==> src/rtl/wrr_pkg.sv <==
// Shared constants, types and FSM state codes for the 8-queue WRR scheduler.
// Latency: n/a (declarations only).
// Backpressure: n/a.
package wrr_pkg;

    localparam int NUM_Q     = 8;
    localparam int W_WIDTH   = 4;
    localparam int DEFAULT_W = 1;
    localparam int ID_W      = 3;

    typedef logic [W_WIDTH-1:0] credit_t;
    typedef logic [W_WIDTH-1:0] weight_t;
    typedef logic [ID_W-1:0]    qid_t;

    localparam logic [1:0] ST_IDLE   = 2'd0;
    localparam logic [1:0] ST_SELECT = 2'd1;
    localparam logic [1:0] ST_SERVE  = 2'd2;
    localparam logic [1:0] ST_RELOAD = 2'd3;

    function automatic logic [NUM_Q-1:0] qid_onehot(input qid_t id);
        return NUM_Q'(1) << id;
    endfunction

endpackage

==> src/rtl/wrr_max_select.sv <==
// Combinational argmax of per-queue credit over the eligible mask.
// Latency: 0 cycles (pure combinational).
// Backpressure: none; any_eligible=0 means idx is meaningless.
// Ports: credit (packed per-queue credits), eligible (mask) -> idx, any_eligible.
module wrr_max_select
    import wrr_pkg::*;
(
    input  credit_t [NUM_Q-1:0] credit,
    input  logic    [NUM_Q-1:0] eligible,
    output qid_t                idx,
    output logic                any_eligible
);

    credit_t best_cred;

    // Ascending scan with >= lets a later (higher) index win any tie.
    always_comb begin
        best_cred    = '0;
        idx          = '0;
        any_eligible = 1'b0;
        for (int i = 0; i < NUM_Q; i++) begin
            if (eligible[i] && (!any_eligible || credit[i] >= best_cred)) begin
                best_cred    = credit[i];
                idx          = qid_t'(i);
                any_eligible = 1'b1;
            end
        end
    end

endmodule

==> src/rtl/wrr_grant_scheduler.sv <==
// Weighted round-robin read-grant scheduler over 8 queue FIFOs.
// Latency: grant_valid 1 cycle after SELECT; 1 word per 2 cycles at full rd_ready.
// Backpressure: grant held while rd_ready=0; withdrawn if its queue goes empty.
// Ports: clk/rst; cfg_wr/cfg_addr/cfg_weight program weights; empty in;
//        rd_ready in; grant_valid/grant_id/rd_en/round_done out.
module wrr_grant_scheduler
    import wrr_pkg::*;
(
    input  logic               clk,
    input  logic               rst,
    input  logic               cfg_wr,
    input  logic [ID_W-1:0]    cfg_addr,
    input  logic [W_WIDTH-1:0] cfg_weight,
    input  logic [NUM_Q-1:0]   empty,
    input  logic               rd_ready,
    output logic               grant_valid,
    output logic [ID_W-1:0]    grant_id,
    output logic [NUM_Q-1:0]   rd_en,
    output logic               round_done
);

    logic [1:0]          state_q, state_d;
    credit_t [NUM_Q-1:0] credit_q, credit_d;
    weight_t [NUM_Q-1:0] weight_q, weight_d;
    logic                grant_valid_q, grant_valid_d;
    qid_t                grant_id_q, grant_id_d;
    logic                round_done_q, round_done_d;

    logic [NUM_Q-1:0]    active;
    logic [NUM_Q-1:0]    eligible;
    qid_t                sel_idx;
    logic                sel_any;

    always_comb begin
        active   = '0;
        eligible = '0;
        for (int i = 0; i < NUM_Q; i++) begin
            active[i]   = ~empty[i] & (weight_q[i] != '0);
            eligible[i] = ~empty[i] & (credit_q[i] != '0);
        end
    end

    wrr_max_select u_max_select (
        .credit       (credit_q),
        .eligible     (eligible),
        .idx          (sel_idx),
        .any_eligible (sel_any)
    );

    always_comb begin
        state_d       = state_q;
        credit_d      = credit_q;
        weight_d      = weight_q;
        grant_valid_d = grant_valid_q;
        grant_id_d    = grant_id_q;
        round_done_d  = 1'b0;

        // Weight writes land in any state; credits only pick them up on reload.
        if (cfg_wr) begin
            weight_d[cfg_addr] = cfg_weight;
        end

        case (state_q)
            ST_IDLE: begin
                if (|active) begin
                    state_d = ST_SELECT;
                end
            end
            ST_SELECT: begin
                if (!sel_any) begin
                    state_d      = ST_RELOAD;
                    round_done_d = 1'b1;    // high for exactly the RELOAD cycle
                end else begin
                    grant_valid_d = 1'b1;
                    grant_id_d    = sel_idx;
                    state_d       = ST_SERVE;
                end
            end
            ST_SERVE: begin
                // A transfer wins over a simultaneous empty; selection only
                // picks non-zero credit, so the decrement cannot wrap.
                if (grant_valid_q && rd_ready) begin
                    credit_d[grant_id_q] = credit_q[grant_id_q] - 1'b1;
                    grant_valid_d        = 1'b0;
                    state_d              = ST_SELECT;
                end else if (empty[grant_id_q]) begin
                    grant_valid_d = 1'b0;
                    state_d       = ST_SELECT;
                end
            end
            ST_RELOAD: begin
                // Uses weight_q, so a same-cycle cfg_wr affects the next round.
                credit_d = weight_q;
                state_d  = (|active) ? ST_SELECT : ST_IDLE;
            end
            default: begin
                state_d = ST_IDLE;
            end
        endcase
    end

    always_ff @(posedge clk or posedge rst) begin
        if (rst) begin
            state_q       <= ST_IDLE;
            credit_q      <= '0;
            weight_q      <= {NUM_Q{weight_t'(DEFAULT_W)}};
            grant_valid_q <= 1'b0;
            grant_id_q    <= '0;
            round_done_q  <= 1'b0;
        end else begin
            state_q       <= state_d;
            credit_q      <= credit_d;
            weight_q      <= weight_d;
            grant_valid_q <= grant_valid_d;
            grant_id_q    <= grant_id_d;
            round_done_q  <= round_done_d;
        end
    end

    assign grant_valid = grant_valid_q;
    assign grant_id    = grant_id_q;
    assign round_done  = round_done_q;
    assign rd_en       = qid_onehot(grant_id_q) & {NUM_Q{grant_valid_q & rd_ready}};

endmodule

==> config.mk <==
export PLATFORM = sky130hd
export DESIGN_NAME = wrr_grant_scheduler
export DESIGN_NICKNAME = d
export VERILOG_FILES = /design/src/rtl/wrr_pkg.sv /design/src/rtl/wrr_max_select.sv /design/src/rtl/wrr_grant_scheduler.sv
export SDC_FILE = /design/constraint.sdc
export NUM_CORES = 1
export LEC_CHECK = 0
export ABC_CLOCK_PERIOD_IN_PS = 19300
export CORE_MARGIN = 2
export CORE_UTILIZATION = 40
export CTS_CLUSTER_SIZE = 8
export DETAILED_ROUTE_END_ITERATION = 8
export PLACE_DENSITY = 0.63
export REMOVE_ABC_BUFFERS = 1
export SLEW_MARGIN = 5
export SYNTH_ARGS = -nofsm -noshare
export SYNTH_HDL_FRONTEND = slang
export SYNTH_SLANG_ARGS = --single-unit
==> constraint.sdc <==
create_clock -name clk -period 19.3 [get_ports clk]
set_input_delay 4.825 -clock clk [delete_from_list [all_inputs] [get_ports clk]]
set_output_delay 4.825 -clock clk [all_outputs]
set_load 0.05 [all_outputs]
==> flow_metrics.py <==
metrics = {
    "outcome": {
        "status": "finished clean",
    },
    "synthesis": {
        "yosysWarnings": 0,
        "synth_top_area_share": 0.330,
        "synthTopCellsByArea": "dfrtp_1 (33%), mux2_2 (7.8%), ha_1 (7.6%)",
        "syn_area_per_cell_um2": 9.81,
        "synthDistinctLibCells": 60,
        "syn_inst": 487,
        "synth_top_cell_by_area": "dfrtp_1",
        "ys.flop_type": "dfrtp_1",
        "synth_edf_count": 0,
        "async_reset_ff_frac": 1.00,
        "ys_ff_latch": 71,
        "synthesis.area_um2": 4780,
        "synth-seq-area-share": 0.374,
    },
    "final_layout": {
        "fin_cells": 659,
        "area_delta_synth_final_pct": 16.3,
        "seq_area_um2": 1790,
        "fin_util": 0.483,
        "antennaDiodeCount": 0,
        "multi_input_area_um2": 2820,
        "final_nets": 559,
        "fillCellCount": 1091,
        "drive_above_1_share": 0.159,
    },
    "drt": {
        "wl_met2_mm": 6.19,
        "met1_length_mm": 6.07,
        "viasPerCell": 6.30,
        "drtIter0Drc": 464,
        "wl_met3_um": 771,
        "drc": 0,
        "top_layer": "met4",
        "post_drt_wl_per_cell_um": 20.2,
        "drt_pass1_iterations": 5,
        "drt_wl_total_mm": 13.3,
        "vias": 4149,
        "ant_nets": 0,
    },
    "sta": {
        "fmax_mhz": 65.2,
        "timing.final.crit_share": 0.795,
        "finalSetupViolCount": 0,
        "fin_tns_setup_ns": 0,
        "max_slew.worst_pin.slew_ns": 1.07,
        "drv_slew": 0,
        "slew_headroom": 0.287,
        "fin_skew_ns": 0.00762,
        "hold_viol": 0,
        "period_minus_slack_ns": 15.34,
        "rsz0062_at_grt": "false",
    },
    "critical_path": {
        "crit_required_ns": 19.50,
        "cp.arrival_ns": 15.54,
        "startpoint_type": "input port",
        "path_class": "input port to flip-flop",
        "endpoint_kind": "flip-flop",
        "path_max_fanout": 10,
        "cp_common_cell": "ha_1",
        "worst_path_max_delay_cell": "o31ai_1",
        "cpPeakStageDelay_ns": 0.63,
    },
    "clock_tree": {
        "clk_path_buf_depth": 2,
        "postCtsResizedCells": 0,
        "cts_tree": "built",
        "ctsHoldBuffers": 0,
        "cts_buffers": 9,
        "worstSkewPairLatency_ns": 0.33,
        "htreeDepth": 3,
        "cts_root_buf": "clkbuf_16",
        "postCtsSetupBuffers": 0,
        "path_clk_slew_ns": 0.05,
        "clkSinkCount": 71,
    },
    "placed_design": {
        "routabilityCongestion": 0.916,
        "place.port_buffers": 31,
        "post-place-cells": 643,
        "dp_hpwl_mm": 9.78,
    },
    "floorplanning": {
        "io_pins": 32,
        "chipHeight_um": 113,
        "die-width_um": 113,
        "core_um2": 11500,
        "dieArea_um2": 12800,
        "row_count": 39,
        "initial_utilization": 0.415,
    },
    "grt": {
        "antenna_found_initial": 0,
        "grt_pass1_vias": 3997,
        "track_usage": 0.215,
        "grt_max_degree": 72,
        "grt_pass1_wl_mm": 21.7,
        "grt-ovfl-total": 0,
    },
    "hold_path": {
        "hold_path.class": "flip-flop to flip-flop",
    },
    "run": {
        "drv_cap": 0,
    },
}
## critical path, delay by kind of cell
kind	cells	cell delay, ns
simple gates	12	1.90
fa+ha+maj	7	1.96
mux	1	0.33
compound gates	29	5.99
buf+inv	1	0.56
## cell usage after synthesis, types with 3 or more instances
cell and count:
a21boi_0 3, a21o_1 6, a21oi_1 40, a222oi_1 3, a31oi_1 6, and2_1 4
buf_2 3, clkbuf_1 16, dfrtp_1 63, dfstp_2 8, ha_1 29, inv_1 23
mux2_2 33, mux2i_1 16, mux4_2 9, nand2_1 17, nand2b_1 13, nand3_1 19
nand4b_1 3, nor2_1 39, nor3_1 6, nor4_1 14, o211ai_1 4, o21a_1 3
o21ai_0 26, o22ai_1 32
## area by class of cell
class / count / share of cell area
well taps: 143 / 0.0322
clock inverters: 5 / 0.0191
clock buffers: 11 / 0.0437
multi-input cells: 371 / 0.507
repair buffers: 34 / 0.0599
flip-flops and latches: 71 / 0.321
inverters: 24 / 0.0162
## cells in the final DEF (no fill, tap or decap), types with 3 or more instances in the layout
| master | n |
|---|---|
| dfstp_2 | 8 |
| nor2_1 | 39 |
| o22ai_1 | 32 |
| a21oi_1 | 40 |
| nor4_1 | 14 |
| nand3_1 | 19 |
| a31oi_1 | 6 |
| clkdlybuf4s50_1 | 31 |
| nor3_1 | 6 |
| a222oi_1 | 3 |
| mux2_2 | 33 |
| o21ai_0 | 26 |
| mux4_2 | 9 |
| nand4b_1 | 3 |
| a21o_1 | 6 |
| dfrtp_1 | 63 |
| o211ai_1 | 4 |
| bufinv_16 | 3 |
| o21a_1 | 3 |
| clkbuf_16 | 9 |
| mux2i_1 | 16 |
| buf_4 | 3 |
| nand2b_1 | 13 |
| a21boi_0 | 3 |
| ha_1 | 29 |
| and2_1 | 4 |
| nand2_1 | 17 |
| inv_1 | 22 |
## per-stage QoR
stage	hold slack [ns]	setup slack [ns]	area (µm²)
final	0.554	3.96	5560
after global routing	0.577	2.96	5560
after CTS	0.550	4.10	5560
after detailed placement	0.532	3.81	5210
after global placement	0.519	4.15	5210
after floorplan	0.504	5.44	4700
## worst paths after layout
check	cells after the start	endpoint	startpoint	slack [ns]
setup reg to reg	49	grant_id[0]	credit_q[0]	8.63
hold / removal	1	weight_q[18]	weight_q[18]	0.55
max in group asynchronous	3	weight_q[21]	rst	13.63
hold reg to reg	1	weight_q[18]	weight_q[18]	0.55
setup / recovery	50	grant_id[0]	empty[0]	3.96
min in group asynchronous	3	weight_q[1]	rst	5.07
## state kept, by name, summed over array words and instances, names as in the netlist
signal	flops
credit_q	32
grant_id	3
weight_q	32
state_q	2
grant_valid	1
round_done	1
## metal layers
layer,vias to the layer above,track usage
met5,-,0
met4,0,0.0724
met3,18,0.0257
met2,161,0.338
met1,2054,0.309
li1,1916,-
## logic make-up after synthesis
family | synth area share
buffers and inverters | 0.0361
muxes | 0.159
adders and majority gates | 0.0759
and+or+nand+nor | 0.155
xor gates and xnor gates | 0.00367
DFF | 0.374
AOI/OAI and AO/OA | 0.197
Power is left out: the tool's default activity adds up to more than one toggle a clock period on the data nets, which glitch-free logic cannot reach.
